<file path="src/rtl/processor.sv">
`timescale 1ns/1ps
// ----------------------------------------------------------------------------
// processor
//
// Single-cycle 16-bit accumulator-style processor with a 3-bit PC. The
// instruction is fetched combinationally from an external 8x16 ROM at
// 'address'. Each rising edge of clk executes that word completely: it
// updates at most one of the four registers, the PC, and 'result'.
//
// Instruction word: op=[15:12], rd=[11:10], rs=[9:8], imm=[7:0].
//
// Ports:
//   clk         - single clock, all state changes on its rising edge
//   rst_n       - asynchronous active-low reset
//   instruction - ROM word at 'address' (zero-latency, combinational)
//   address     - current PC
//   result      - registered output, written only by OUT
//
// Optional feature: define PROCESSOR_HALT_EN to decode op 0xF as HALT,
// which freezes pc, registers and result until reset. Without it, 0xF
// is a NOP.
// ----------------------------------------------------------------------------
module processor #(
    parameter logic [2:0] RESET_PC = 3'd0
) (
    input  logic        clk,
    input  logic        rst_n,
    input  logic [15:0] instruction,
    output logic [2:0]  address,
    output logic [15:0] result
);

    typedef enum logic [3:0] {
        OP_NOP  = 4'h0,
        OP_LDI  = 4'h1,
        OP_ADD  = 4'h2,
        OP_SUB  = 4'h3,
        OP_AND  = 4'h4,
        OP_OR   = 4'h5,
        OP_XOR  = 4'h6,
        OP_SHL  = 4'h7,
        OP_SHR  = 4'h8,
        OP_ADDI = 4'h9,
        OP_JMP  = 4'hA,
        OP_BEQZ = 4'hB,
        OP_OUT  = 4'hC,
        OP_RSVD_D = 4'hD,
        OP_RSVD_E = 4'hE,
        OP_HALT = 4'hF
    } opcode_t;

    // Decoded fields
    opcode_t     op;
    logic [1:0]  rd;
    logic [1:0]  rs;
    logic [7:0]  imm;

    assign op  = opcode_t'(instruction[15:12]);
    assign rd  = instruction[11:10];
    assign rs  = instruction[9:8];
    assign imm = instruction[7:0];

    // Architectural state
    logic [15:0] regs [4];
    logic [2:0]  pc;

    // Next-state signals
    logic [15:0] rd_val;
    logic [15:0] rs_val;
    logic [15:0] wr_data;
    logic        wr_en;
    logic        out_en;
    logic [2:0]  pc_next;
    logic        run;

    // Operands are read from the current register values, so an instruction
    // whose source is also its destination sees the old value.
    assign rd_val  = regs[rd];
    assign rs_val  = regs[rs];
    assign address = pc;

`ifdef PROCESSOR_HALT_EN
    logic halted;
    logic halt_now;

    assign run = ~halted;
`else
    assign run = 1'b1;
`endif

    always_comb begin
        // NOTE: every signal written here gets a default first, so no path
        // through the case can leave one unassigned and infer a latch.
        wr_en   = 1'b0;
        wr_data = rd_val;
        out_en  = 1'b0;
        pc_next = pc + 3'd1;
`ifdef PROCESSOR_HALT_EN
        halt_now = 1'b0;
`endif
        case (op)
            OP_LDI:  begin wr_en = 1'b1; wr_data = {8'd0, imm};            end
            OP_ADD:  begin wr_en = 1'b1; wr_data = rd_val + rs_val;        end
            OP_SUB:  begin wr_en = 1'b1; wr_data = rd_val - rs_val;        end
            OP_AND:  begin wr_en = 1'b1; wr_data = rd_val & rs_val;        end
            OP_OR:   begin wr_en = 1'b1; wr_data = rd_val | rs_val;        end
            OP_XOR:  begin wr_en = 1'b1; wr_data = rd_val ^ rs_val;        end
            OP_SHL:  begin wr_en = 1'b1; wr_data = rd_val << imm[3:0];     end
            OP_SHR:  begin wr_en = 1'b1; wr_data = rd_val >> imm[3:0];     end
            OP_ADDI: begin wr_en = 1'b1; wr_data = rd_val + {{8{imm[7]}}, imm}; end
            OP_JMP:  pc_next = imm[2:0];
            OP_BEQZ: if (rd_val == 16'd0) pc_next = imm[2:0];
            OP_OUT:  out_en = 1'b1;
`ifdef PROCESSOR_HALT_EN
            // The PC stays on the HALT word so 'address' points at it.
            OP_HALT: begin halt_now = 1'b1; pc_next = pc; end
`endif
            default: ;  // NOP and reserved opcodes only advance the PC
        endcase
    end

    always_ff @(posedge clk or negedge rst_n) begin
        if (!rst_n) begin
            // NOTE: the register file is only four words of flops, and it must
            // read as zero after reset, so it is cleared here like any other
            // register rather than treated as an unreset RAM.
            pc     <= RESET_PC;
            result <= '0;
            for (int i = 0; i < 4; i++) regs[i] <= '0;
`ifdef PROCESSOR_HALT_EN
            halted <= 1'b0;
`endif
        end else if (run) begin
            // NOTE: non-blocking assignments so all state updates of one
            // instruction take effect together at the edge.
            pc <= pc_next;
            if (wr_en)  regs[rd] <= wr_data;
            if (out_en) result   <= rd_val;
`ifdef PROCESSOR_HALT_EN
            if (halt_now) halted <= 1'b1;
`endif
        end
    end

endmodule

</file>
<file path="config.mk">
export PLATFORM = sky130hd
export DESIGN_NAME = processor
export DESIGN_NICKNAME = d
export VERILOG_FILES = /design/src/rtl/processor.sv
export SDC_FILE = /design/constraint.sdc
export NUM_CORES = 1
export LEC_CHECK = 0
export CAP_MARGIN = 20
export CORE_UTILIZATION = 35
export DETAILED_ROUTE_END_ITERATION = 8
export HOLD_SLACK_MARGIN = 0.08
export REMOVE_ABC_BUFFERS = 1
export SYNTH_ARGS = -nofsm -noshare
export SYNTH_HDL_FRONTEND = slang
export SYNTH_SLANG_ARGS = --single-unit
</file>
<file path="constraint.sdc">
create_clock -name clk -period 3.7 [get_ports clk]
set_input_delay 0.74 -clock clk [delete_from_list [all_inputs] [get_ports clk]]
set_output_delay 0.74 -clock clk [all_outputs]
set_load 0.05 [all_outputs]
</file>
==> impl_metrics.toml, run 1 <==
[logic_synthesis]
ys_seq_area_frac = 0.273
synth_top_family_by_area = "multiplexers"
synthDistinctLibCells = 65
syn-cell-area_sq_um = 7600
synth_fa_ha_area_frac = 0.0833
ys_warn_count = 0
synth_async_sr_flop_share = 1.00
syn_avg_cell_area_sq_um = 9.47
muxShareOfSynthArea = 0.256
synth_largest_area_cell = "dfrtp_1"
ys_ff_latch = 83
synthSimpleGateAreaFrac = 0.124
synth_edf_count = 0
synth_cells = 803
synthFlopType = "dfrtp_1"
synth_commonest_cells = "dfrtp_1, a21oi_1, mux2_2, nor2_1, o21ai_0"
synth_compound_gate_area_share = 0.185
synth_area_leaders = "dfrtp_1, mux4_2, mux2_2, ha_1, a21oi_1"
yosys.cell_count.top_type = "dfrtp_1"
yosys.area_share.xor_xnor = 0.0242
synth.top_cell.area_share = 0.273

[floorplan]
die_h_um = 149
start_util = 0.359
die_w_um = 149
coreArea_sq_um = 21200
io_pins = 37
rows = 53
die_area_sq_um = 22300

[hold_path]
hp-class = "in -> async"

[setup_path]
start_kind = "primary input"
slowest_stage = "mux4_2"
end_kind = "register"
cpPeakStageDelay_ps = 560
crit_top_cell = "and3_4"
crit_chain = "buf_12 > mux4_2 > nor4_4 > nand3_2 > nor2_2 > nor3_1 > nor2_1 > o21ai_1 > ha_1 > buf_6 > and3_4 > and3_4 > and3_4 > o31a_1 > or4_4 > a31oi_1"
worstSetupPathType = "in -> reg"
crit_required_ps = 3980
arrival_ps = 4310
cp_max_fo = 6

[cts]
htreeDepth = 3
holdBufCountCts = 0
insertion_delay_ps = 360
clock_path_buffers = 2
cts_tree = "built"
clk_pin_slew_ps = 60
numCtsBuffers = 9
cts_root_buffer = "clkbuf_16"
cts_sinks = 83

[sta]
tns_ps = -8610
setup_viol_count_final = 48
tightest_slew_ps = 798
relSlewSlack = 0.468
hold_viol = 0
final.min_clock_period_ps = 4030
fin_skew_ps = 12.5
rsz0062_at_grt = "true"
max_freq_ghz = 0.248
slew_violations = 0
timing.final.crit_share = 1.09
layout_setup_ws_ps = -332

[finish]
final_util = 0.516
finalNonFillerCells = 1317
final_area_sq_um = 10900
area_growth_pct = 43.5
drive_above_1_share = 0.425
n_antenna_cell = 0
layout.nets = 1105

[global_route]
grt_usage = 0.257
grt_pass1_wl_mm = 43.3
antenna_found_initial = 0
grt-ovfl-total = 0
grt_max_degree = 60
grt_pass1_vias = 7744

[place]
portBuffers = 36
dp_hpwl_mm = 20.9
dp_cells = 1277
placed_area_sq_um = 9800
gp_congestion = 1.01

[drt]
post-route-drc-count = 0
drt_iter0_markers = 736
via_per_inst = 5.90
wirelength_mm = 28.5
antenna_left = 0
dr.pass1.iters = 5
avgRoutedWirePerCell_um = 21.6
num_vias = 7776

[run]
maxCapViolCount = 0

[run_status]
run_status = "finished, violations left"
violations = "negative setup slack"

[pwr]
power_density_nw_per_um2 = 742
ir_drop_mv = 0.284
total_power_w = 0.00810
leakagePower_nw = 4.82
==> what timing repair did <==
item                                   CTS  global route
gates resized for setup                 73           104
setup buffers                            9            22
setup endpoints to repair               61            52
pin swaps                               41            65
endpoints found under the hold margin    0             0
gates cloned                             0             0
==> cell families (layout without fill, tap and decap cells) <==
group,after synthesis,in the layout
AOI/OAI and AO/OA,217,217
xor gates and xnor gates,21,21
adders and majority gates,50,50
buffers and inverters,99,338
DFF,83,83
muxes,133,133
and+or+nand+nor,200,200
==> final timing paths <==
kind                       slack [ps]    endpoint  cells after the start      startpoint
hold reg to reg                   480  result[14]                      2      result[14]
hold / removal                    460    regs[11]                      1           rst_n
setup / recovery                 -330    regs[46]                     16  instruction[8]
max in group asynchronous        2510   result[9]                      2           rst_n
min in group clk                  480  result[14]                      2      result[14]
setup reg to reg                 -200    regs[46]                     15        regs[38]
==> routing by layer <==
layer,global-route usage,share of wire,up-vias
li1,-,-,3486
met2,0.402,0.46,342
met4,0.137,0.049,0
met3,0.0560,0.072,86
met1,0.330,0.42,3862
met5,0,0,-
==> layout by cell type, fill, tap and decap left out, types with 7 or more instances in the layout <==
master,synthesis,final
buf_4,1,215
dfrtp_1,83,83
nor2_1,61,58
a21oi_1,61,53
nand2_1,55,49
inv_1,45,42
ha_1,49,42
mux4_2,39,39
o21ai_0,56,37
mux2_2,61,37
mux2_4,4,28
mux2i_1,27,27
clkdlybuf4s50_1,0,27
buf_6,2,16
nor3_1,17,15
o21ai_1,2,12
xnor2_1,15,11
buf_12,1,10
nor4_1,13,9
nand2b_1,9,9
a21o_1,9,9
clkbuf_16,0,9
nand3_1,12,8
o21ai_2,0,8
a211oi_1,11,8
o211ai_1,8,8
a32oi_1,8,8
and2_1,8,7
a221o_1,7,7
==> cell type report <==
type	count	area, sq um
clock inverter	5	36.3
clock buffer	11	243
timing repair buffer	275	2320
sequential	83	2080
tap	275	344
multi-input combinational	621	5710
fill	1878	10200
inverter	47	176
==> sequential cells by signal, indices dropped and copies added (netlist names) <==
name,cells
result,16
address,3
regs,64
==> power by group <==
part / leakage (nW) / internal (W) / switching, W
registers: 0.962 / 0.00125 / 0.000236
logic: 3.71 / 0.00284 / 0.00289
clock network: 0.140 / 0.000476 / 0.000407
total: 4.82 / 0.00457 / 0.00353
==> stage by stage <==
| stage | hold WS [ps] | setup slack, ps |
|---|---|---|
| floorplan | 444 | -688 |
| global placement | 461 | -1380 |
| detailed placement | 470 | -1540 |
| CTS | 486 | -339 |
| global route | 503 | -424 |
| finish | 456 | -332 |
==> critical path, delay by kind of cell <==
kind	cells	cell delay (ps)
AOI/OAI and AO/OA	3	550
muxes	1	560
buffers and inverters	2	250
adders and majority gates	1	340
and+or+nand+nor	9	1850
(Power assumes the default switching activity.)
==> run 2: changes to the inputs <==
--- a/config.mk
+++ b/config.mk
@@ -10,6 +10,7 @@
 export DETAILED_ROUTE_END_ITERATION = 8
 export HOLD_SLACK_MARGIN = 0.08
 export REMOVE_ABC_BUFFERS = 1
+export SETUP_SLACK_MARGIN = 0.2
 export SYNTH_ARGS = -nofsm -noshare
 export SYNTH_HDL_FRONTEND = slang
 export SYNTH_SLANG_ARGS = --single-unit
==> impl_metrics.toml, run 2 (synthesis results as in run 1) <==
[drt]
drt_iter0_markers = 842
num_vias = 7751
via_per_inst = 5.88
post-route-drc-count = 0
wirelength_mm = 28.4
dr.pass1.iters = 6
avgRoutedWirePerCell_um = 21.5
antenna_left = 0

[cts]
htreeDepth = 3
insertion_delay_ps = 370
cts_root_buffer = "clkbuf_16"
holdBufCountCts = 0
numCtsBuffers = 9
cts_tree = "built"
clock_path_buffers = 2
clk_pin_slew_ps = 70
cts_sinks = 83

[place]
placed_area_sq_um = 9800
portBuffers = 36
gp_congestion = 1.01
dp_hpwl_mm = 20.9
pre_cts_slack_ps = -1540

[finish]
multi_input_area_sq_um = 5830
top_register = "regs"
drive_above_1_share = 0.426
layout_common_cells = "buf_4, dfrtp_1, nor2_1, a21oi_1, nand2_1"
final_area_sq_um = 11000
area_growth_pct = 45.0
final_util = 0.521
n_antenna_cell = 0
final_common_cell = "buf_4"
largest_register_ffs = 64
n_fill_cell = 1858
layout.nets = 1106
regArea_sq_um = 2080

[pwr]
intPower_w = 0.00465
power_frac_comb = 0.714
clkPwrFrac = 0.107
power_density_nw_per_um2 = 750
switching_share = 0.437
p_switching_w = 0.00361
ir_drop_mv = 0.279
leakagePower_nw = 4.86
seqPwrFrac = 0.179

[floorplan]
die_h_um = 149
coreArea_sq_um = 21200
die_area_sq_um = 22300
die_w_um = 149
start_util = 0.359
rows = 53
io_pins = 37

[setup_path]
worstSetupPathType = "in -> reg"
arrival_ps = 4450
crit_required_ps = 3980
end_kind = "register"
cp_max_fo = 6
reg2reg_slack_ps = -260
r2r-start = "regs[38]"
reg2regPathDepth = 14
r2r-end = "regs[46]"
start_kind = "primary input"

[sta]
relSlewSlack = 0.465
final.min_clock_period_ps = 4170
tightest_slew_ps = 802
max_freq_ghz = 0.240
slew_violations = 0
fin_skew_ps = 13.2
timing.final.crit_share = 1.13
hold_viol = 0
setup_viol_count_final = 48
layout_setup_ws_ps = -470
rsz0062_at_grt = "true"

[hold_path]
hp-class = "in -> async"

[run]
maxCapViolCount = 0

[run_status]
run_status = "finished, violations left"
violations = "negative setup slack"

[global_route]
grt_pass1_vias = 7730
antenna_found_initial = 0
grt_max_degree = 60
grt_usage = 0.261
grt_pass1_wl_mm = 43.9
grt-ovfl-total = 0
==> run 2: power groups by stage <==
stage	logic [W]	registers, W	clock network, W
2_1_floorplan	0.00230	0.00168	0
3_3_place_gp	0.00452	0.00147	0
3_5_place_dp	0.00460	0.00148	0
4_1_cts	0.00522	0.00148	0.000897
5_1_grt	0.00629	0.00152	0.000935
6_report	0.00590	0.00148	0.000884
==> run 2: metal layers <==
layer  part of all wire  GRT usage
met5                  0          0
met4              0.047      0.131
met3              0.076     0.0566
met2               0.46      0.408
met1               0.42      0.338
==> run 2: timing repair <==
action	4_1_cts	5_1_grt
endpoints found under the setup margin	67	61
buffers inserted	17	8
gates resized for setup	114	69
pin swaps	59	50
==> run 2: worst max-delay path by stage <==
stage,start,endpoint,slack [ps],depth (start not counted)
final,instruction[8],regs[46],-470,16
after global routing,instruction[8],regs[14],-580,16
after CTS,instruction[8],regs[30],-420,16
after detailed placement,instruction[8],regs[30],-1540,15
after global placement,instruction[8],regs[62],-1380,17
after floorplan,instruction[8],regs[62],-690,13
==> run 2: layout make-up <==
type	count	share of cell area
flip-flops and latches	83	0.188
clock buffers	11	0.0220
inverters	47	0.0160
well taps	275	0.0312
multi-input cells	621	0.529
repair buffers	276	0.210
clock inverters	5	0.00329
==> run 2: critical path, cell delays in order <==
cell     delay, ps
buf_6           70
buf_12         120
mux4_2         550
nor4_4         410
buf_4          180
and2_4         150
nand3_2        100
xnor2_2        140
o21ai_1        150
ha_1           300
and3_4         190
and3_4         150
and3_4         170
o31a_1         290
or4_4          530
a31oi_1        180
==> run 2: through the flow <==
step	instances	total power (W)	hold WS [ps]	setup TNS, ps
finish	1318	0.00826	456	-10690
global route	1318	0.00875	503	-16110
CTS	1310	0.00759	486	-6860
detailed placement	1277	0.00608	470	-70510
global placement	1277	0.00599	461	-64100
floorplan	751	0.00399	444	-16310
